$ cat config.mk
export PLATFORM = sky130hd
export DESIGN_NAME = sub4bit_serial
export DESIGN_NICKNAME = d
export VERILOG_FILES = /design/src/rtl/sub4bit_serial.sv
export SDC_FILE = /design/constraint.sdc
export NUM_CORES = 1
export LEC_CHECK = 0
export ABC_AREA = 1
export BUFFER_PORTS_ARGS = -buffer_cell sky130_fd_sc_hd__buf_2
export CORE_MARGIN = 2
export CORE_UTILIZATION = 48
export DETAILED_ROUTE_END_ITERATION = 8
export GPL_ROUTABILITY_DRIVEN = 0
export PLACE_DENSITY = 0.7
export SYNTH_ARGS = -nofsm -noshare
export SYNTH_HDL_FRONTEND = slang
export SYNTH_SLANG_ARGS = --single-unit
$ cat constraint.sdc
create_clock -name clk -period 1.2 [get_ports clk]
set_input_delay 0.06 -clock clk [delete_from_list [all_inputs] [get_ports clk]]
set_output_delay 0.06 -clock clk [all_outputs]
set_load 0.01 [all_outputs]
$ cat src/rtl/sub4bit_serial.sv
// Bit-serial 4-bit subtractor: D = A - B - bin (mod 16), bout = borrow out.
// Operands are latched on an accepted start and consumed LSB first, one bit
// per clock. The result register only updates when the last bit is processed,
// so D/bout never expose a partially assembled difference.
module sub4bit_serial (
    input  logic       clk,
    input  logic       rst,
    input  logic [3:0] A,
    input  logic [3:0] B,
    input  logic       bin,
    input  logic       start,
    output logic [3:0] D,
    output logic       bout,
    output logic       busy,
    output logic       done
);

    localparam logic [1:0] IDLE = 2'd0;
    localparam logic [1:0] RUN  = 2'd1;
    localparam logic [1:0] DONE = 2'd2;

    logic [1:0] state;
    logic [3:0] sa;     // minuend shift register, current bit at [0]
    logic [3:0] sb;     // subtrahend shift register, current bit at [0]
    logic [2:0] res;    // difference bits 0..2, shifted in from the top
    logic       br;     // running borrow
    logic [1:0] cnt;    // index of the bit being processed

    logic a_bit, b_bit, d_bit, br_nxt;

    // One full-subtractor cell applied to the current bit pair
    always_comb begin
        a_bit  = sa[0];
        b_bit  = sb[0];
        d_bit  = a_bit ^ b_bit ^ br;
        br_nxt = (~a_bit & b_bit) | (~(a_bit ^ b_bit) & br);
    end

    // Control FSM and serial datapath; reset clears everything immediately
    always_ff @(posedge clk or posedge rst) begin
        if (rst) begin
            state <= IDLE;
            sa    <= 4'd0;
            sb    <= 4'd0;
            res   <= 3'd0;
            br    <= 1'b0;
            cnt   <= 2'd0;
            D     <= 4'd0;
            bout  <= 1'b0;
        end else begin
            case (state)
                IDLE: begin
                    if (start) begin
                        sa    <= A;
                        sb    <= B;
                        br    <= bin;
                        cnt   <= 2'd0;
                        state <= RUN;
                    end
                end
                RUN: begin
                    sa  <= {1'b0, sa[3:1]};
                    sb  <= {1'b0, sb[3:1]};
                    br  <= br_nxt;
                    res <= {d_bit, res[2:1]};
                    cnt <= cnt + 2'd1;
                    if (cnt == 2'd3) begin
                        // Bit 3 completes the word; publish it in one shot
                        D     <= {d_bit, res};
                        bout  <= br_nxt;
                        state <= DONE;
                    end
                end
                DONE: begin
                    state <= IDLE;
                end
                default: begin
                    state <= IDLE;
                end
            endcase
        end
    end

    // Status flags decode straight from state so reset clears them at once
    always_comb begin
        busy = (state == RUN) || (state == DONE);
        done = (state == DONE);
    end

endmodule

==> summary.txt <==
Reg2Reg Launch Point - sb[0]
YS warnings - 0
Cell breakdown of the critical path - inv_2 > fa_2 > nand3_1 > nand2_1
Met3 WL - 69 um
Actual slew at the worst max-slew pin - 270 ps
Number of placement rows - 16
Ratio of cells with drive above 1 in the final layout - 40.0%
Critical Setup Path Class - register to register
Drt wl/cell - 11.6 um
Overall die width - 50.9 um
Clock edge transition at the registers on the reported setup and hold paths - 120 ps
Endpoint of the worst hold-timing path - sb[3]
Number of H-tree branching levels - 1
Violations in the final reports - negative setup slack
Cell Count, Final, Fillers Out - 192
DPL Wire Length - 1610 um
Proportion of synthesized chip area in sequential cells - 49.9%
Number of top-level pins - 19
Number of standard cells after synthesis - 129
Top cell type by total area after synthesis - sky130_fd_sc_hd__dfrtp_1
Leakage Power - 0.790 nW
Total routing usage reported by global routing - 19.6%
Number of cells on the worst reg-to-reg path - 4
Number of vias after detailed routing - 910
Number of fill cells - 165
WL met1 - 1000 um
Worst R2R Setup Slack - -30 ps
CP arrival - 1470 ps
Total clock buffers created by CTS - 3
Mean post-synth cell area - 8.17 sq um
Worst Setup Slack post-DPL - -103 ps
Final Util - 72.2%
Type of element launching the critical path - register
Post-synthesis cell area - 0.00105 sq mm
Arithmetic-cell share of the synthesized area counting full adders, half adders and majority gates - 7.84%
XOR/XNOR share of the synthesized area - 0%
Cell Pwr Density - 2450 mW/mm^2
Flops & latches, synth - 21
Critical Path Start - sb[0]
Worst min-delay path class - input pin to register
Maximum frequency from static timing analysis - 813 MHz
Period utilization - 103%
First-pass GRT wire length - 3880 um
Placeable Area - 0.00202 sq mm
Post-synth net total - 147
Vias per cell - 4.74
Final WL - 2220 um
Number of sinks handled by clock tree synthesis - 21
Count of placed standard cells including taps - 183
Endpoint of the worst-slack reg-to-reg timing path - D[3]
Final setup fails - 3
Max-cap check violation count - 0
Residual antenna-violating net count after detailed routing - 0
Maximum clock skew at final layout - 3.56 ps
Multiplexer area fraction after synthesis - 0%
Global route overflow - 0
Critical-path maximum fanout - 2
Fraction of synthesized cell area taken by the top area cell type - 49.9%
Number of library cell types mapped by synthesis - 13
Outcome - complete, but fails checks
Post-layout worst setup margin - -30.1 ps
Clock latency of the later-clocked register in the worst-skew pair - 290 ps
Number of inserted diodes - 0
Main combinational cell family by area after synthesis - simple AND/OR/NAND/NOR gates
Largest stage delay on the critical path - 580 ps
Max clock buf depth - 2
Uppermost metal layer occupied by signal nets - met3
DRC violations left - 0
Met2 WL post-DR - 1150 um
Type of destination of the critical path - register
Nets - 184
Worst path slowest cell - sky130_fd_sc_hd__fa_2
Final hold vios - 0
Number of antenna violations at the first check in global routing - 0
Final critical delay including setup and external delays - 1230 ps
Maximum vdd ir drop - 1570 uV
Port-buffer cells - 18
Post-synthesis compound-gate area fraction - 3.33%
Area growth from synthesis to layout - 38.5%
Max-slew violation total from the final report - 0
Hold depth - 3
DRC violation total after the first TritonRoute iteration - 6
Pre-Repair DR Iteration Count - 4
Setup repair after global routing missed its margin - true
Maximum number of pins on one net before global-route repair - 22
Min-Delay Startpoint - B[3]
Via count of the first global-routing pass - 935
Most area-consuming cells after synthesis - sky130_fd_sc_hd__dfrtp_1 (50%), sky130_fd_sc_hd__nand2_1 (20%), sky130_fd_sc_hd__nand3_1 (7.1%), sky130_fd_sc_hd__ha_1 (5.9%), sky130_fd_sc_hd__inv_1 (3.9%)
Clock root cell - sky130_fd_sc_hd__clkbuf_4
Die height - 50.9 um
Initial cell density of the core - 52.1%
CTS tree - done
Simple-gate share of the synthesized area - 30.8%
Relative slew margins - 82.0%
Crit path required time - 1440 ps
Die area - 0.00259 sq mm
-- flip-flops by register name (all words and copies together) (netlist names) --
| name | flops |
|---|---|
| sa | 4 |
| sb | 4 |
| cnt | 2 |
| res | 3 |
| br | 1 |
| bout | 1 |
| D | 4 |
| state | 2 |
-- how the worst max path moves through the flow --
stage	slack, ps	cells past startpoint	endpoint
CTS	-5	4	D[1]
global placement	-50	6	sa[0]
finish	-30	4	D[3]
detailed placement	-100	5	D[1]
global route	-80	4	res[2]
floorplan	9	7	br
-- power breakdown --
| group | total, mW | internal, mW | switching, mW |
|---|---|---|---|
| sequential | 1.22 | 1.01 | 0.208 |
| clock | 0.335 | 0.129 | 0.206 |
| combinational | 2.03 | 0.964 | 1.07 |
-- cell type report --
class                      instances  area (sq um)  area share, %
multi-input combinational         91           556           38.1
sequential                        21           526           36.0
timing repair buffer              36           267           18.3
inverter                          13          51.3           3.52
tap                               27          33.8           2.32
clock buffer                       4          26.3           1.80
-- cell usage after synthesis --
cell                      number
sky130_fd_sc_hd__inv_1        11
sky130_fd_sc_hd__nor2_1        1
sky130_fd_sc_hd__nand2_2       3
sky130_fd_sc_hd__nand4_1       2
sky130_fd_sc_hd__o21ai_0       7
sky130_fd_sc_hd__fa_1          1
sky130_fd_sc_hd__dfrtp_1      21
sky130_fd_sc_hd__buf_4         2
sky130_fd_sc_hd__buf_6         2
sky130_fd_sc_hd__nand2_1      57
sky130_fd_sc_hd__nand3_1      15
sky130_fd_sc_hd__ha_1          5
sky130_fd_sc_hd__inv_2         2
-- routing by layer --
layer  vias up  GRT usage [%]
li1        472              -
met1       423           23.5
met2        15           37.3
met3         0           2.63
met4         0           4.05
met5         -              0
-- metrics by stage --
stage | instance area (sq um) | power (mW) | hold slack [ps] | TNS, ps
6_report | 1460 | 3.58 | 3.05 | -40.7
4_1_cts | 1360 | 3.31 | 12.4 | -6.00
5_1_grt | 1460 | 3.90 | 21.6 | -821
3_5_place_dp | 1240 | 2.68 | 107 | -1450
2_1_floorplan | 1050 | 2.17 | 36.5 | 0
3_3_place_gp | 1240 | 2.62 | 98.2 | -641
-- worst max-delay path, delay by kind of cell (launching register included) --
family | cells | cell delay, ps
and+or+nand+nor | 2 | 150
DFF | 1 | 390
adders and majority gates | 1 | 580
buffers and inverters | 1 | 60
-- what timing repair did --
action,4_1_cts,5_1_grt
setup endpoints to repair,23,21
resized for setup,17,24
endpoints found under the hold margin,21,0
pin swaps,4,23
hold buffers,1,0
buffers inserted,2,2
-- cells by family after synthesis --
family | Yosys count
AND/OR/NAND/NOR | 78
flip-flops | 21
buffers and inverters | 17
AO/OA/AOI/OAI | 7
adder cells (fa/ha/maj) | 6
-- placed cells by master (no fill, tap or decap) --
cell type / instances
sky130_fd_sc_hd__buf_2: 16
sky130_fd_sc_hd__nand2_4: 1
sky130_fd_sc_hd__inv_4: 1
sky130_fd_sc_hd__nor2_1: 1
sky130_fd_sc_hd__ha_1: 2
sky130_fd_sc_hd__o21ai_0: 5
sky130_fd_sc_hd__clkbuf_1: 1
sky130_fd_sc_hd__buf_6: 9
sky130_fd_sc_hd__nand2_8: 1
sky130_fd_sc_hd__nand4_1: 2
sky130_fd_sc_hd__ha_4: 3
sky130_fd_sc_hd__nand3_2: 7
sky130_fd_sc_hd__clkbuf_4: 3
sky130_fd_sc_hd__fa_2: 1
sky130_fd_sc_hd__nand2_2: 9
sky130_fd_sc_hd__nand2_1: 49
sky130_fd_sc_hd__o21ai_1: 2
sky130_fd_sc_hd__dfrtp_1: 21
sky130_fd_sc_hd__inv_2: 5
sky130_fd_sc_hd__buf_4: 10
sky130_fd_sc_hd__inv_1: 7
sky130_fd_sc_hd__dlygate4sd3_1: 1
sky130_fd_sc_hd__nand3_1: 8
No activity file was read; power rests on OpenSTA's default activity.
